<file path="src/rtl/alu_pkg.sv">
// Shared op codes, FSM state encoding and default width for the bit-serial ALU and its bench.
package alu_pkg;

  localparam int unsigned DefaultN = 8;

  typedef enum logic [2:0] {
    OpInc = 3'b000,
    OpAdd = 3'b001,
    OpSub = 3'b010,
    OpDec = 3'b011,
    OpAnd = 3'b100,
    OpOr  = 3'b101,
    OpXor = 3'b110,
    OpNot = 3'b111
  } op_e;

  typedef enum logic [1:0] {
    StIdle = 2'd0,
    StRun  = 2'd1,
    StDone = 2'd2
  } state_e;

  // Carry-in for bit 0: the +1 of increment/subtract, or the initial borrow of decrement.
  function automatic logic init_carry(op_e op);
    return (op == OpInc) || (op == OpSub) || (op == OpDec);
  endfunction

endpackage

</file>
<file path="src/rtl/bit_serial_alu_if.sv">
// Operand/result handshake bundle between a requester and the bit-serial ALU.
interface bit_serial_alu_if #(
  parameter int unsigned N = alu_pkg::DefaultN
) ();
  logic         start;
  logic [N-1:0] A;
  logic [N-1:0] B;
  logic [2:0]   S;
  logic [N-1:0] F;
  logic         Cout;
  logic         busy;
  logic         done;

  modport master (
    output start, A, B, S,
    input  F, Cout, busy, done
  );

  modport slave (
    input  start, A, B, S,
    output F, Cout, busy, done
  );
endinterface

</file>
<file path="src/rtl/onebit.sv">
// Single-bit ALU slice; the carry input doubles as a borrow for decrement.
module onebit
  import alu_pkg::*;
(
  input  logic a_i,
  input  logic b_i,
  input  logic cin_i,
  input  op_e  op_i,
  output logic f_o,
  output logic cout_o
);

  logic nb;
  assign nb = ~b_i;

  always_comb begin
    f_o    = 1'b0;
    cout_o = 1'b0;
    unique case (op_i)
      OpInc: begin
        f_o    = a_i ^ cin_i;
        cout_o = a_i & cin_i;
      end
      OpAdd: begin
        f_o    = a_i ^ b_i ^ cin_i;
        cout_o = (a_i & b_i) | (cin_i & (a_i ^ b_i));
      end
      OpSub: begin
        f_o    = a_i ^ nb ^ cin_i;
        cout_o = (a_i & nb) | (cin_i & (a_i ^ nb));
      end
      OpDec: begin
        f_o    = a_i ^ cin_i;
        cout_o = ~a_i & cin_i;
      end
      OpAnd: f_o = a_i & b_i;
      OpOr:  f_o = a_i | b_i;
      OpXor: f_o = a_i ^ b_i;
      OpNot: f_o = ~a_i;
      default: ;
    endcase
  end

endmodule

</file>
<file path="src/rtl/bit_serial_alu.sv">
// N-bit ALU evaluated LSB first through one onebit slice, one bit per clock.
module bit_serial_alu
  import alu_pkg::*;
#(
  parameter int unsigned N = DefaultN
) (
  input  logic            clk,
  input  logic            rst,
  bit_serial_alu_if.slave bus
);

  localparam int unsigned CntW = $clog2(N + 1);

  state_e          state_q, state_d;
  logic [CntW-1:0] cnt_q, cnt_d;
  logic [N-1:0]    a_q, a_d;
  logic [N-1:0]    b_q, b_d;
  op_e             op_q, op_d;
  logic            carry_q, carry_d;
  logic [N-1:0]    res_q, res_d;
  logic [N-1:0]    f_q, f_d;
  logic            cout_q, cout_d;

  logic slice_f;
  logic slice_cout;

  onebit u_onebit (
    .a_i    (a_q[0]),
    .b_i    (b_q[0]),
    .cin_i  (carry_q),
    .op_i   (op_q),
    .f_o    (slice_f),
    .cout_o (slice_cout)
  );

  always_comb begin
    state_d = state_q;
    cnt_d   = cnt_q;
    a_d     = a_q;
    b_d     = b_q;
    op_d    = op_q;
    carry_d = carry_q;
    res_d   = res_q;
    f_d     = f_q;
    cout_d  = cout_q;
    unique case (state_q)
      StIdle: begin
        if (bus.start) begin
          a_d     = bus.A;
          b_d     = bus.B;
          op_d    = op_e'(bus.S);
          carry_d = init_carry(op_e'(bus.S));
          cnt_d   = '0;
          state_d = StRun;
        end
      end
      StRun: begin
        res_d   = {slice_f, res_q[N-1:1]};
        a_d     = a_q >> 1;
        b_d     = b_q >> 1;
        // Logic ops never propagate a carry, whatever the slice reports.
        carry_d = op_q[2] ? 1'b0 : slice_cout;
        cnt_d   = cnt_q + CntW'(1);
        if (cnt_q == CntW'(N - 1)) begin
          f_d     = res_d;
          cout_d  = carry_d;
          state_d = StDone;
        end
      end
      StDone:  state_d = StIdle;
      default: state_d = StIdle;
    endcase
  end

  always_ff @(posedge clk or posedge rst) begin
    if (rst) begin
      state_q <= StIdle;
      cnt_q   <= '0;
      a_q     <= '0;
      b_q     <= '0;
      op_q    <= OpInc;
      carry_q <= 1'b0;
      res_q   <= '0;
      f_q     <= '0;
      cout_q  <= 1'b0;
    end else begin
      state_q <= state_d;
      cnt_q   <= cnt_d;
      a_q     <= a_d;
      b_q     <= b_d;
      op_q    <= op_d;
      carry_q <= carry_d;
      res_q   <= res_d;
      f_q     <= f_d;
      cout_q  <= cout_d;
    end
  end

  assign bus.F    = f_q;
  assign bus.Cout = cout_q;
  assign bus.busy = (state_q == StRun);
  assign bus.done = (state_q == StDone);

endmodule

</file>
<file path="src/flat_wrapper.sv">
// flat-port wrapper written by rule: the top's interface ports become plain ports
module bit_serial_alu_flat import alu_pkg::*;
#(
  parameter int unsigned N = DefaultN
)
  (clk, rst, bus_start, bus_A, bus_B, bus_S, bus_F, bus_Cout, bus_busy, bus_done);
  bit_serial_alu_if #(.N(N)) bus_i ();
  input  logic clk;
  input  logic rst;
  input wire logic [$bits(bus_i.start)-1:0] bus_start;
  input wire logic [$bits(bus_i.A)-1:0] bus_A;
  input wire logic [$bits(bus_i.B)-1:0] bus_B;
  input wire logic [$bits(bus_i.S)-1:0] bus_S;
  output wire logic [$bits(bus_i.F)-1:0] bus_F;
  output wire logic [$bits(bus_i.Cout)-1:0] bus_Cout;
  output wire logic [$bits(bus_i.busy)-1:0] bus_busy;
  output wire logic [$bits(bus_i.done)-1:0] bus_done;
  assign bus_i.start = bus_start;
  assign bus_i.A = bus_A;
  assign bus_i.B = bus_B;
  assign bus_i.S = bus_S;
  assign bus_F = bus_i.F;
  assign bus_Cout = bus_i.Cout;
  assign bus_busy = bus_i.busy;
  assign bus_done = bus_i.done;
  bit_serial_alu #(.N(N)) u_core (.clk(clk), .rst(rst), .bus(bus_i));
endmodule
</file>
<file path="config.mk">
export PLATFORM = sky130hd
export DESIGN_NAME = bit_serial_alu_flat
export DESIGN_NICKNAME = d
export VERILOG_FILES = /design/src/rtl/alu_pkg.sv /design/src/rtl/bit_serial_alu_if.sv /design/src/rtl/onebit.sv /design/src/rtl/bit_serial_alu.sv /design/src/flat_wrapper.sv
export SDC_FILE = /design/constraint.sdc
export NUM_CORES = 1
export LEC_CHECK = 0
export CAP_MARGIN = 25
export CORE_AREA = 2 2 93 95
export CTS_BUF_LIST = sky130_fd_sc_hd__clkbuf_4
export DETAILED_ROUTE_END_ITERATION = 6
export DIE_AREA = 0 0 95 97
export GPL_ROUTABILITY_DRIVEN = 0
export PLACE_DENSITY = 0.46
export RECOVER_POWER = 25
export SYNTH_ARGS = -nofsm -noshare
export SYNTH_HDL_FRONTEND = slang
export SYNTH_SLANG_ARGS = --single-unit
</file>
<file path="constraint.sdc">
create_clock -name clk -period 2 [get_ports clk]
set_clock_uncertainty 0.05 [all_clocks]
set_input_delay 0.5 -clock clk [delete_from_list [all_inputs] [get_ports clk]]
set_output_delay 0.5 -clock clk [all_outputs]
set_load 0.01 [all_outputs]
</file>
==> results of run 1 <==
## per-stage QoR
stage / instances / hold WS, ns / cell area [um^2] / util / setup WS (ns)
2_1_floorplan: 194 / 0.390 / 2020 / - / 0.257
3_3_place_gp: 332 / 0.422 / 2530 / 0.311 / 0.0669
3_5_place_dp: 332 / 0.422 / 2530 / 0.311 / 0.0302
4_1_cts: 341 / 0.447 / 2590 / 0.318 / 0.133
5_1_grt: 341 / 0.488 / 2570 / 0.316 / 0.0689
6_report: 341 / 0.447 / 2570 / 0.316 / 0.158
## what timing repair did
action / in CTS / in global routing
hold buffers: 0 / 0
setup endpoints to repair: 2 / 0
resized for setup: 2 / 0
setup buffers: 1 / 0
## per-layer routing
metal,global-route usage,vias up,routed length [um]
li1,-,779,-
met1,0.154,805,2430
met2,0.177,16,2340
met3,0.0218,6,131
met4,0.0401,0,78
met5,0,-,0
## final timing paths
| check | slack [ns] | to | from |
|---|---|---|---|
| min | 0.45 | u_core.res_q[1] | u_core.res_q[1] |
| min reg2reg | 0.45 | u_core.res_q[1] | u_core.res_q[1] |
| min in group asynchronous | 0.87 | u_core.a_q[7] | rst |
| max reg2reg | 0.21 | u_core.res_q[7] | u_core.b_q[0] |
| max in group asynchronous | 0.36 | u_core.op_q[0] | rst |
| max | 0.16 | bus_busy | u_core.state_q[1] |
## sequential cells by signal, summed over array words and instances, names as in the netlist
signal	count
u_core.cnt_q	4
u_core.op_q	3
u_core.bus.Cout	1
u_core.res_q	7
u_core.b_q	8
u_core.bus.F	8
u_core.carry_q	1
u_core.state_q	2
u_core.a_q	8
## worst min-delay path: cells and delay by family, from the launching register on
kind | cells | cell delay (ns)
flip-flops | 1 | 0.36
AND/OR/NAND/NOR | 2 | 0.11
## cells by family after synthesis
kind of cell	after synthesis	synth area share
compound gates	62	0.199
simple gates	55	0.141
flops	42	0.520
buf+inv	17	0.0341
mux	13	0.0774
fa+ha+maj	4	0.0248
xor+xnor	1	0.00434
## power groups by stage
stage / registers [W] / logic, W / clock network [W]
2_1_floorplan: 0.00147 / 0.000974 / 0
3_3_place_gp: 0.00152 / 0.00151 / 0
3_5_place_dp: 0.00152 / 0.00152 / 0
4_1_cts: 0.00150 / 0.00152 / 0.000455
5_1_grt: 0.00156 / 0.00166 / 0.000481
6_report: 0.00150 / 0.00149 / 0.000434
## placed cells by master (no fill, tap or decap), types with 2 or more instances in the layout
cell / synthesis / routed
nand3_1: 4 / 4
a32oi_1: 2 / 2
ha_1: 4 / 4
a22oi_1: 14 / 14
o21ai_1: 3 / 3
clkbuf_4: 0 / 5
clkdlybuf4s50_1: 0 / 29
buf_4: 0 / 12
a22o_1: 3 / 3
nand3b_1: 4 / 4
dlygate4sd2_1: 0 / 2
inv_1: 4 / 4
nand2_1: 22 / 22
inv_2: 2 / 2
a2bb2oi_1: 2 / 2
a21oi_1: 14 / 14
nor2b_1: 15 / 15
mux2_2: 11 / 11
nor2_1: 2 / 2
nand2b_1: 4 / 4
dfrtp_1: 42 / 42
o21ai_0: 16 / 16
## layout make-up
cell class	instances	area (um^2)	area share
flip-flops and latches	42	1050	0.409
multi-input cells	135	901	0.350
inverters	6	22.5	0.00875
clock inverters	3	16.3	0.00632
well taps	105	131	0.0511
clock buffers	5	37.5	0.0146
repair buffers	45	413	0.161
==> run metrics, run 1 <==
Synth Flop Type dfrtp_1; Slew Limit Headroom 0.274; internal power between 0.002 and 0.0025 W; ant diodes 0; vias in the first global route 1638; Worst EP arrival 1.29 ns; max-slew violation count 0; final period utilization 0.921; cell family with most CP delay flip-flops; register area share after synthesis 0.520; CTS tree yes; final setup vio count 0; first-pass GRT wire length between 8000 and 9000 um; Crit path buffers/inverters 2; Netlist Area Pre-Place around 2000 um^2; setup total negative slack 0 ns; crit end category primary output; crit path max fanout 3; top cells by count, synth 42 x dfrtp_1, 22 x nand2_1, 16 x o21ai_0; Final ANT Viol Nets 0; Syn Inst Count between 150 and 200; Skew-Pair Late Insertion Delay between 0.3 and 0.4 ns; CP startpoint kind flop; DRT iter0 DRCs between 90 and 100; crit-path cells nand2b_1 -> inv_2 -> dlygate4sd2_1; Worst Path Required approximately 1.5 ns; WL per Instance roughly 15 um; switching pwr about 0.0013 W; worst-margin pin slew 1.09 ns; synthesized area per cell ~10 um^2; Ports 33; clk slew on worst S/H paths 0.14 ns; Sequential Power Share 0.438; total track usage 0.113; fin crit period ~1.8 ns; crit-path max cell delay between 0.4 and 0.5 ns; Max stage delay cell, worst path dfrtp_1; root buffer cell clkbuf_4; P&R area growth vs syn 27.3%; routed vias/inst about 4.7; Crit Path Class flop to primary output; Die Area slightly above 9000 um^2; Synthesized Nets 220; Final HPWL DP 3350 um; path depth of the worst reg2reg path 5; Fmax approximately 0.54 GHz; CTS Buf Count 5; H-tree Lvls 2; core area 8130 um^2; row count 33; flops & latches, synth 42; drt total wl around 5000 um; number of synthesized flops with an enable pin 0; RSZ-0062 raised after global routing no; Leak roughly 1.1 nW; top cells by area, synth dfrtp_1 52%, mux2_2 6.1%, a22oi_1 5.2%; Pwr Density around 1300 nW/um^2; Hold Path Class flop to flop; largest net degree at the start of global routing 43; GR Overflow Total 0; DR pass1 iterations 4; Levels on crit path 3; final net count ~260; FILL cells ~820; synthesis warning total 0; net switching fraction of the power 0.386; initial antenna violation count 0; drc violations 0; Hold Crit Depth 2; combinational fraction of design power 0.435; Post-synth ARST share 1.00; final hold violation count 0; clock share of power 0.126; Synth cell types 36; top cell type's share of synthesized area 0.520; starting density of the core 0.248; cell taking the most area after synthesis dfrtp_1; Max-cap violations 0; via count 1606; TritonCTS Sinks 42; status completed; layout cells sized above 1 0.148; clock buffer depth 2; input/output buffers 32; most common cell in the synthesized netlist dfrtp_1; die width about 95 um; die height a little under 100 um; Power, Total 0.00343 W; VDD IR-drop max around 0.32 mV
Note: power is estimated with default switching activity, not from simulation.
==> run 2, diff against run 1 <==
Settings changed: MAX_ROUTING_LAYER set to met4, SLEW_MARGIN set to 30.
==> run metrics, run 2 (synthesis results as in run 1) <==
die width 95 um (unchanged); cell family with most CP delay buffers and inverters (was flip-flops); starting density of the core 0.248 (unchanged); DRT iter0 DRCs 112 (was 99); Power, Total 0.00343 W (about the same); Max stage delay cell, worst path clkdlybuf4s50_1 (was dfrtp_1); met2 wire len 2350 um (was 2340 um); max-slew violation count 0 (unchanged); most common cell after layout, fill and taps aside dfrtp_1 (unchanged); crit path launch u_core.bus.F[7] (was u_core.state_q[1]); routed vias/inst 4.75 (was 4.71); root buffer cell clkbuf_4 (unchanged); Slew Limit Headroom 0.275 (was 0.274); worst-margin pin slew 1.09 ns (about the same); TritonCTS Sinks 42 (unchanged); final hold violation count 0 (unchanged); Detail Route met3 WL 146 um (was 131 um); core area 8130 um^2 (unchanged); Setup Slack @ Placement 0.0302 ns (unchanged); RR Startpoint u_core.b_q[0] (unchanged); Worst Setup EP bus_F[7] (was bus_busy); WL per Instance 14.6 um (about the same); H-tree Lvls 2 (unchanged); input/output buffers 32 (unchanged); Reg2Reg Setup Slack 0.20 ns (was 0.21 ns); final period utilization 0.921 (about the same); drc violations 0 (unchanged); internal power 0.00211 W (about the same); die height 97 um (unchanged); Hold Path Class flop to flop (unchanged); P&R area growth vs syn 27.3% (unchanged); crit end category primary output (unchanged); CP startpoint kind flop (unchanged); fin crit period 1.84 ns (about the same); clock buffer depth 2 (unchanged); Fmax 0.543 GHz (about the same); clock share of power 0.127 (was 0.126); first-pass GRT wire length 8250 um (was 8230 um); CTS Buf Count 5 (unchanged); Worst EP arrival 1.29 ns (about the same); crit path max fanout 2 (was 3); final setup vio count 0 (unchanged); Levels on crit path 1 (was 3); Sequential Power Share 0.438 (about the same); initial antenna violation count 0 (unchanged); net switching fraction of the power 0.387 (was 0.386); vias in the first global route 1640 (was 1638); Pwr Density 1330 nW/um^2 (about the same); via count 1620 (was 1606); Leak 1.11 nW (unchanged); DRT met1 WL 2420 um (was 2430 um); combinational fraction of design power 0.435 (about the same); status completed (unchanged); RR Endpoint u_core.res_q[7] (unchanged); clk slew on worst S/H paths 0.14 ns (about the same); total track usage 0.116 (was 0.113); DR pass1 iterations 4 (unchanged); CTS tree yes (unchanged); GR Overflow Total 0 (unchanged); largest net degree at the start of global routing 43 (unchanged); drt total wl 4990 um (was 4980 um); Final ANT Viol Nets 0 (unchanged); VDD IR-drop max 0.316 mV (about the same); row count 33 (unchanged); layout cells sized above 1 0.148 (unchanged); Die Area 9220 um^2 (unchanged); Skew-Pair Late Insertion Delay 0.36 ns (about the same); path depth of the worst reg2reg path 5 (unchanged); switching pwr 0.00133 W (about the same); Final HPWL DP 3350 um (unchanged); fin worst setup slack 0.158 ns (about the same); crit-path cells clkdlybuf4s50_1 (was nand2b_1 -> inv_2 -> dlygate4sd2_1); Max-cap violations 0 (unchanged); Ports 33 (unchanged); Worst Path Required 1.45 ns (about the same); Crit Path Class flop to primary output (unchanged); crit-path max cell delay 0.54 ns (was 0.42 ns); final net count 261 (unchanged); Top Layer Used met4 (unchanged); RSZ-0062 raised after global routing no (unchanged); commonest non-fill, non-tap cells in the layout 42 x dfrtp_1, 29 x clkdlybuf4s50_1, 22 x nand2_1, 16 x o21ai_0, 15 x nor2b_1 (unchanged); setup total negative slack 0 ns (unchanged); ant diodes 0 (unchanged); Crit path buffers/inverters 1 (was 2)
[run 2: layer usage]
metal,track usage,up-vias
met5,-,-
met4,0.0401,0
met3,0.0202,6
met2,0.177,22
met1,0.155,812
li1,-,780
[run 2: final cells by class]
class	instances	area, um^2
fillers	824	5560
multi-input cells	135	901
clock buffers	5	37.5
well taps	105	131
repair buffers	45	413
clock inverters	3	16.3
flip-flops and latches	42	1050
inverters	6	22.5
[run 2: per-stage QoR]
stage / hold WS [ns] / instances / cell area (um^2) / utilization
finish: 0.447 / 341 / 2570 / 0.316
global route: 0.488 / 341 / 2570 / 0.316
CTS: 0.447 / 341 / 2590 / 0.318
detailed placement: 0.422 / 332 / 2530 / 0.311
global placement: 0.422 / 332 / 2530 / 0.311
floorplan: 0.390 / 194 / 2020 / -
[run 2: how the worst min path moves through the flow]
stage                    start               to  slack [ns]  depth (start not counted)
2_1_floorplan  u_core.res_q[1]  u_core.res_q[1]        0.39                          2
3_3_place_gp   u_core.cnt_q[3]  u_core.cnt_q[3]        0.42                          1
3_5_place_dp   u_core.res_q[1]  u_core.res_q[1]        0.42                          2
4_1_cts                    rst  u_core.res_q[4]        0.45                          3
5_1_grt        u_core.res_q[3]  u_core.res_q[3]        0.49                          2
6_report       u_core.res_q[1]  u_core.res_q[1]        0.45                          2
[run 2: repair_timing]
action	4_1_cts	5_1_grt
buffers inserted	1	0
hold endpoints to repair	0	0
hold buffers	0	0
gates resized for setup	2	0
endpoints found under the setup margin	2	0
[run 2: power by group through the flow]
stage / sequential, W / clock, W / combinational (W)
3_3_place_gp: 0.00152 / 0 / 0.00151
5_1_grt: 0.00156 / 0.000481 / 0.00167
2_1_floorplan: 0.00147 / 0 / 0.000974
4_1_cts: 0.00150 / 0.000455 / 0.00152
3_5_place_dp: 0.00152 / 0 / 0.00152
6_report: 0.00150 / 0.000435 / 0.00149
